### src/rtl/spi_cfg_sequencer.sv
// spi_cfg_sequencer: walks a ROM command table and drives a single-transaction SPI engine
module spi_cfg_sequencer #(
  parameter int SPI_INFO_LENGTH = 8,
  parameter int SPI_DATA_LENGTH = 8,
  parameter int ADDR_W = 6,
  parameter int TIMEOUT_CLKS = 4096
) (
  input  logic clk_in,
  input  logic rst_n,
  input  logic i_start,
  output logic o_busy,
  output logic o_done,
  output logic o_error,
  output logic [ADDR_W-1:0] o_rom_addr,
  input  logic [SPI_INFO_LENGTH+SPI_DATA_LENGTH+1:0] i_rom_data,
  output logic [1:0] o_wrrd_mode_sel,
  output logic [SPI_INFO_LENGTH+SPI_DATA_LENGTH-1:0] o_wr_infodata,
  output logic [SPI_INFO_LENGTH-1:0] o_rd_info,
  output logic [15:0] o_delay_cnt,
  output logic o_datain_valid,
  input  logic i_datain_ready,
  input  logic i_r_sclk,
  input  logic i_cs_n,
  input  logic [SPI_DATA_LENGTH-1:0] i_rd_data,
  output logic [SPI_DATA_LENGTH-1:0] o_rd_data_last,
  output logic [7:0] o_mismatch_cnt,
  output logic [ADDR_W-1:0] o_cmd_idx
);
  localparam int PL_W = SPI_INFO_LENGTH + SPI_DATA_LENGTH;
  localparam int CMD_W = PL_W + 2;
  localparam int TMR_W = $clog2(TIMEOUT_CLKS + 1);
  typedef enum logic [2:0] {IDLE, FETCH, LOAD, ISSUE, WAIT_DONE, DONE, ERROR} state_t;
  state_t st, nxt;
  logic [1:0] w_mode;
  logic [PL_W-1:0] w_pl;
  logic [SPI_DATA_LENGTH-1:0] exp_data;
  logic [TMR_W-1:0] tmr;
  logic [16:0] ecnt;
  logic sclk_q, cs_q, rdy_seen, cs_seen;
  logic sclk_rise, cs_rise, tmo, fin;
  assign w_mode = i_rom_data[CMD_W-1:CMD_W-2];
  assign w_pl = i_rom_data[PL_W-1:0];
  assign sclk_rise = i_r_sclk & ~sclk_q;
  assign cs_rise = i_cs_n & ~cs_q & cs_seen;
  assign tmo = tmr == TMR_W'(TIMEOUT_CLKS - 1);
  assign fin = o_wrrd_mode_sel == 2'b10 ? ecnt >= {1'b0, o_delay_cnt} + 17'd3 : cs_rise;
  assign o_busy = st inside {FETCH, LOAD, ISSUE, WAIT_DONE};
  assign o_done = st == DONE || st == ERROR;
  assign o_cmd_idx = o_rom_addr;
  // state register
  always_ff @(posedge clk_in or negedge rst_n)
    if (!rst_n) st <= IDLE;
    else st <= nxt;
  // next state: the last table slot may not complete without an END marker
  always_comb begin
    nxt = st;
    case (st)
      IDLE: nxt = i_start ? FETCH : IDLE;
      FETCH: nxt = LOAD;
      LOAD: nxt = ISSUE;
      ISSUE: nxt = o_wrrd_mode_sel == 2'b11 ? DONE : tmo ? ERROR : rdy_seen && sclk_rise ? WAIT_DONE : ISSUE;
      WAIT_DONE: nxt = tmo ? ERROR : !fin ? WAIT_DONE : &o_rom_addr ? ERROR : FETCH;
      default: nxt = IDLE;
    endcase
  end
  // datapath: engine inputs load only in LOAD, handshake/completion tracking, read-back compare
  always_ff @(posedge clk_in or negedge rst_n)
    if (!rst_n) begin
      o_error <= 1'b0;
      o_rom_addr <= '0;
      o_wrrd_mode_sel <= '0;
      o_wr_infodata <= '0;
      o_rd_info <= '0;
      o_delay_cnt <= '0;
      o_datain_valid <= 1'b0;
      o_rd_data_last <= '0;
      o_mismatch_cnt <= '0;
      exp_data <= '0;
      tmr <= '0;
      ecnt <= '0;
      sclk_q <= 1'b0;
      cs_q <= 1'b1;
      rdy_seen <= 1'b0;
      cs_seen <= 1'b0;
    end else begin
      sclk_q <= i_r_sclk;
      cs_q <= i_cs_n;
      tmr <= (nxt != st || !(st inside {ISSUE, WAIT_DONE})) ? '0 : tmr + 1'b1;
      o_datain_valid <= nxt == ISSUE && !(st == LOAD && w_mode == 2'b11);
      if (st == IDLE && i_start) begin
        o_rom_addr <= '0;
        o_error <= 1'b0;
        o_mismatch_cnt <= '0;
      end
      if (nxt == ERROR) o_error <= 1'b1;
      if (st == WAIT_DONE && nxt == FETCH) o_rom_addr <= o_rom_addr + 1'b1;
      if (st == LOAD) begin
        o_wrrd_mode_sel <= w_mode;
        rdy_seen <= 1'b0;
        cs_seen <= 1'b0;
        ecnt <= '0;
        if (w_mode == 2'b00) o_wr_infodata <= w_pl;
        if (w_mode == 2'b01) begin
          o_rd_info <= w_pl[PL_W-1:SPI_DATA_LENGTH];
          exp_data <= w_pl[SPI_DATA_LENGTH-1:0];
        end
        if (w_mode == 2'b10) o_delay_cnt <= 16'(w_pl);
      end
      if (st == ISSUE && i_datain_ready) rdy_seen <= 1'b1;
      if (st inside {ISSUE, WAIT_DONE}) begin
        if (!i_cs_n) cs_seen <= 1'b1;
        if (sclk_rise && (rdy_seen || i_datain_ready)) ecnt <= ecnt + 1'b1;
      end
      if (st == WAIT_DONE && o_wrrd_mode_sel == 2'b01 && cs_rise) begin
        o_rd_data_last <= i_rd_data;
        if (i_rd_data != exp_data && o_mismatch_cnt != 8'hFF) o_mismatch_cnt <= o_mismatch_cnt + 1'b1;
      end
    end
endmodule
### config.mk
export PLATFORM = sky130hd
export DESIGN_NAME = spi_cfg_sequencer
export DESIGN_NICKNAME = d
export VERILOG_FILES = /design/src/rtl/spi_cfg_sequencer.sv
export SDC_FILE = /design/constraint.sdc
export NUM_CORES = 1
export LEC_CHECK = 0
export CORE_UTILIZATION = 30
export DETAILED_ROUTE_END_ITERATION = 8
export DONT_BUFFER_PORTS = 1
export HOLD_SLACK_MARGIN = 0.15
export SKIP_CTS_REPAIR_TIMING = 1
export SLEW_MARGIN = 15
export SYNTH_ARGS = -nofsm -noshare
export SYNTH_HDL_FRONTEND = slang
export SYNTH_SLANG_ARGS = --single-unit
### constraint.sdc
create_clock -name clk_in -period 4.5 [get_ports clk_in]
set_input_delay 0.45 -clock clk_in [delete_from_list [all_inputs] [get_ports clk_in]]
set_output_delay 0.45 -clock clk_in [all_outputs]
set_load 0.01 [all_outputs]
==> run_results.csv, run 1 <==
group,metric,value,unit
placed_design,gp_congestion,0.813,
global_route,met3_usage,4.03,%
drt,drc_errors,0,
logic_synthesis,ys.flop_type,"dfrtp_1",
global_route,grt_use_met1,17.0,%
global_route,grt-ovfl-total,0,
placed_design,dpl-instance-area,0.00585,sq mm
setup_path,crit_type,"register to register",
setup_path,crit_fanout,14,
run_status,outcome,"finished clean",
drt,via_count,3957,
timing,rsz0062_at_grt,"no",
die,start_util,31.1,%
logic_synthesis,synth.avg_cell_area,10.8,sq um
die,coreArea,0.0182,sq mm
setup_path,crit_family,"simple AND/OR/NAND/NOR gates",
logic_synthesis,ys_types,54,
logic_synthesis,synth_seq_cells,111,
logic_synthesis,synthesis.area,0.00566,sq mm
setup_path,critical-path-max-stage-delay,0.58,ns
timing,fmax,273,MHz
die,ios,106,
setup_path,cp_slowest_cell,"a211oi_1",
cts,cts_buffer_depth,2,
logic_synthesis,synth-edff-count,0,
setup_path,path_buf_inv,1,
timing,slew_viol_final,0,
global_route,grt_pass1_wl,20700,microns
setup_path,arrival,3.93,ns
timing,fin_skew,0.00916,ns
logic_synthesis,async_reset_ff_share,100,%
min_path,hp-class,"primary input to register",
placed_design,dp_hpwl,9510,microns
setup_path,worstSetupStartpointType,"register",
pwr,p_per_area,554,mW/mm^2
final_layout,area_growth,9.50,%
logic_synthesis,ys_warn_count,0,
timing,timing.final.crit_period,3.66,ns
drt,first_iter_violations,146,
final_layout,final_common_cell,"dfrtp_1",
timing,setup_viol,0,
global_route,antenna_found_initial,0,
cts,cts_sinks,111,
timing,finalCritPeriodShare,81.4,%
drt,drt-wirelength-per-cell,16.6,microns
drt,drt-vias-per-instance,5.22,
cts,clk_latency,0.35,ns
final_layout,stdcell_area,0.00620,sq mm
timing,max_slew_margin,46.1,%
pwr,power,0.00343,W
pwr,ir_drop,0.000313,V
global_route,grt_start_max_net_pins,112,
die,rows,49,
global_route,grt_pass1_vias,4103,
global_route,busiest_layer,"met2",
drt,wirelength,12600,microns
die,die_area,0.0194,sq mm
drt,first_pass_iters,4,
final_layout,drive_above_1_share,16.1,%
final_layout,final_cell_mix,"dfrtp_1 (110), mux2_2 (54), nand2_1 (47), nor2_1 (45), nand3_1 (35)",
timing,tightest_slew,0.802,ns
run,maxCapViolCount,0,
timing,hold_violations,0,
die,die_height,139,microns
setup_path,required,4.77,ns
placed_design,io_buffers,0,
logic_synthesis,syn_inst,525,
final_layout,antenna_cells,0,
die,die-width,139,microns
pwr,p_leak,2.65,nW
global_route,grt_usage,13.3,%
logic_synthesis,ys_seq_area_share,49.1,%
setup_path,end_kind,"register",
cts,cts-htree-levels,3,
setup_path,cp_cell_sequence,"inv_1 > ha_1 > nor2_1 > nand3_1 > nor2_1 > nand3_1 > ha_1 > and4_1 > nand2_1 > a211oi_1 > o21ai_2 > or4_1 > o211ai_1",
global_route,grt.met2_usage,20.9,%
timing,tns,0,ns
logic_synthesis,synth_fp_nets,579,
cts,numCtsBuffers,9,
drt,ant_nets,0,
cts,clock-root-buffer,"clkbuf_16",
cts,cts_tree,"built",
final_layout,fin_nets,578,
cts,clkTransAtPathRegs,0.07,ns
-- cell usage after synthesis (all sizes together), types with 6 or more instances --
master	count	area share [%]
a21oi	15	1.3
and3	6	0.66
nor2	48	3.5
nand2	48	3.3
buf	14	1.7
nand4	8	0.88
dfrtp	110	49
nor4	7	1.6
ha	22	4.9
nor3	9	0.88
mux2	54	11
xnor2	16	2.5
o21ai	27	2.5
xor2	26	4.0
inv	14	0.93
nand3	37	3.6
-- per-stage QoR --
stage	util, %	std cells	setup WS [ns]	hold WS, ns
2_1_floorplan	-	525	1.56	0.154
3_3_place_gp	32.1	738	1.02	0.157
3_5_place_dp	32.1	738	0.821	0.157
4_1_cts	33.7	754	0.808	-0.219
5_1_grt	34.1	758	0.517	0.224
6_report	34.1	758	0.836	0.220
-- path summary, 6_finish.rpt --
path / from / to / slack [ns] / cells past startpoint
max: o_delay_cnt[0] / o_cmd_idx[5] / 0.84 / 13
min: i_rom_data[16] / o_wrrd_mode_sel[0] / 0.22 / 2
max reg2reg: o_delay_cnt[0] / o_cmd_idx[5] / 0.84 / 13
min reg2reg: tmr[0] / tmr[0] / 0.49 / 1
max in group asynchronous: rst_n / cs_q / 3.40 / 2
min in group asynchronous: rst_n / o_delay_cnt[5] / 0.71 / 2
-- sequential cells by signal (all words and copies together) (netlist names), 3 cells and up --
| register | flops |
|---|---|
| o_mismatch_cnt | 8 |
| st | 3 |
| o_rd_info | 8 |
| o_delay_cnt | 16 |
| ecnt | 17 |
| exp_data | 8 |
| o_wr_infodata | 16 |
| tmr | 13 |
| o_rd_data_last | 8 |
| o_cmd_idx | 6 |
-- cells by family (layout without fill, tap and decap cells) --
group / Yosys count / after routing / share of synthesized area (%)
AND/OR/NAND/NOR: 190 / 190 / 17.8
flip-flops: 111 / 111 / 49.1
AO/OA/AOI/OAI: 72 / 72 / 7.78
multiplexers: 56 / 56 / 11.1
XOR/XNOR: 42 / 42 / 6.49
buffers and inverters: 32 / 36 / 2.94
adder cells (fa/ha/maj): 22 / 22 / 4.86
-- power by group --
part / internal [W] / leakage, nW / switching, W / total [W]
clock network: 0.000447 / 0.140 / 0.000345 / 0.000792
registers: 0.00128 / 1.43 / 0.000436 / 0.00172
logic: 0.000449 / 1.08 / 0.000477 / 0.000927
total: 0.00218 / 2.65 / 0.00126 / 0.00343
-- per-layer routing --
layer / vias up / part of all wire [%] / wire [microns]
met3: 20 / 8.1 / 1020
met4: 0 / 2.4 / 304
met1: 1963 / 44 / 5470
li1: 1849 / - / -
met5: - / 0 / 0
met2: 125 / 46 / 5780
-- layout make-up --
type | count | area, sq um
repair buffers | 6 | 72.6
inverters | 14 | 52.6
multi-input cells | 382 | 2720
fillers | 1786 | 12000
clock inverters | 3 | 42.5
well taps | 229 | 287
clock buffers | 13 | 250
flip-flops and latches | 111 | 2780
Note: power is estimated with default switching activity, not from simulation.
==> inputs of run 2 (changes only) <==
- clock period: 4.5 -> 3.5 ns (I/O delays scaled with it)
==> run 2 against run 1 <==
Net effect:
- first-iteration DRC count up 16%
- die area is the same
- clock skew down 0.0020 ns
- non-clock buffer count grew 33
- global-route usage rose by 0.55 points
- cell count increased by 4.2%
- critical endpoint is now o_cmd_idx[3]
- highest routed layer unchanged
==> run_results.csv, run 2 (same netlist as run 1, synthesis figures left out) <==
group,metric,value,unit
final_layout,stdcell_area,0.00651,sq mm
final_layout,postLayoutCoreUtil,35.8,%
drt,drc_errors,0,
cts,clock-root-buffer,"clkbuf_16",
setup_path,required,3.74,ns
die,start_util,31.1,%
global_route,grt_pass1_wl,21600,microns
setup_path,end_kind,"register",
placed_design,gp_congestion,0.834,
drt,via_count,4032,
cts,numCtsBuffers,9,
final_layout,largest_registers,"ecnt (17), o_delay_cnt (16), o_wr_infodata (16)",
pwr,p_per_area,687,mW/mm^2
global_route,grt_use_met1,17.3,%
timing,fin_skew,0.00712,ns
min_path,hp-class,"primary input to register",
cts,cts_tree,"built",
die,ios,106,
pwr,power,0.00448,W
placed_design,io_buffers,0,
global_route,antenna_found_initial,0,
global_route,busiest_layer,"met2",
final_layout,area_growth,15.0,%
final_layout,fin_nets,611,
die,die_height,139,microns
timing,tightest_slew,0.766,ns
global_route,grt_usage,13.9,%
timing,max_slew_margin,48.8,%
drt,drt-vias-per-instance,5.10,
timing,rsz0062_at_grt,"no",
final_layout,largest_reg_flops,17,
cts,clk_latency,0.35,ns
drt,first_iter_violations,170,
drt,drt-wirelength-per-cell,16.4,microns
final_layout,drive_above_1_share,16.9,%
die,rows,49,
global_route,grt.met2_usage,22.7,%
pwr,ir_drop,0.000388,V
run,maxCapViolCount,0,
final_layout,antenna_cells,0,
cts,cts-htree-levels,3,
setup_path,arrival,3.58,ns
timing,finalCritPeriodShare,95.4,%
final_layout,final_common_cell,"dfrtp_1",
pwr,p_leak,2.80,nW
final_layout,final_cell_mix,"dfrtp_1 (110), mux2_2 (54), nand2_1 (47), nor2_1 (45), nand3_1 (35)",
final_layout,instances_no_fill,790,
timing,hold_violations,0,
global_route,met3_usage,4.82,%
die,coreArea,0.0182,sq mm
global_route,grt_start_max_net_pins,112,
timing,setup_viol,0,
timing,timing.final.crit_period,3.34,ns
setup_path,worstSetupStartpointType,"register",
final_layout,regMostFlops,"ecnt",
cts,cts_buffer_depth,2,
placed_design,dp_hpwl,9600,microns
setup_path,regToRegSetupSlack,0.16,ns
timing,tns,0,ns
setup_path,crit_fanout,7,
timing,fmax,299,MHz
global_route,grt_pass1_vias,4212,
run_status,outcome,"finished clean",
global_route,grt-ovfl-total,0,
cts,cts_sinks,111,
die,die-width,139,microns
drt,ant_nets,0,
placed_design,dpl-instance-area,0.00592,sq mm
drt,first_pass_iters,4,
placed_design,place_inst,747,
drt,wirelength,13000,microns
die,die_area,0.0194,sq mm
cts,clkTransAtPathRegs,0.07,ns
timing,slew_viol_final,0,
setup_path,crit_type,"register to register",
[run 2: changes by cell type in the layout (fill, tap and decap cells not counted), sizes merged]
cell and delta:
dlygate4sd3 +24, buf +9, clkbuf -3, clkinv +2
[run 2: power by group]
| part | internal [W] | switching [W] |
|---|---|---|
| sequential | 0.00164 | 0.000523 |
| clock | 0.000553 | 0.000464 |
| combinational | 0.000626 | 0.000665 |
| total | 0.00282 | 0.00165 |
[run 2: routing by layer]
layer | wire (microns) | share of wire [%] | vias up
met5 | 0 | 0 | -
met4 | 161 | 1.2 | 0
met3 | 1150 | 8.8 | 13
met2 | 6230 | 48 | 127
met1 | 5450 | 42 | 1972
li1 | - | - | 1920
[run 2: worst max-delay path: stages (launching register included)]
cell and delay [ns]:
dfrtp_1 0.44, inv_1 0.12, ha_1 0.25, nor2_1 0.30
nand3_1 0.12, nor2_1 0.18, xnor2_1 0.15, ha_1 0.27
and4_1 0.20, a211oi_1 0.19, nand2_1 0.20, o21ai_4 0.27
mux2_2 0.36, a21o_1 0.18
[run 2: worst paths after layout]
kind,startpoint,end,cells after the start
setup reg to reg,o_delay_cnt[0],o_cmd_idx[3],13
min in group asynchronous,rst_n,ecnt[11],2
setup / recovery,o_delay_cnt[0],o_cmd_idx[3],13
hold reg to reg,tmr[0],tmr[0],1
hold / removal,i_rom_data[1],o_delay_cnt[1],2
max in group asynchronous,rst_n,tmr[3],2
[run 2: final cells by class]
| class | count | area, sq um |
|---|---|---|
| timing repair buffer | 39 | 380 |
| inverter | 14 | 52.6 |
| fill | 1759 | 11700 |
| sequential | 111 | 2780 |
| clock buffer | 10 | 229 |
| multi-input combinational | 382 | 2730 |
| tap | 229 | 287 |
| clock inverter | 5 | 60.1 |
[run 2: stage by stage]
stage	hold WS, ns	setup slack [ns]
after floorplan	0.0544	0.561
after global placement	0.0573	0.237
after detailed placement	0.0567	0.149
after CTS	-0.324	0.133
after global routing	0.149	0.00387
final	0.141	0.159
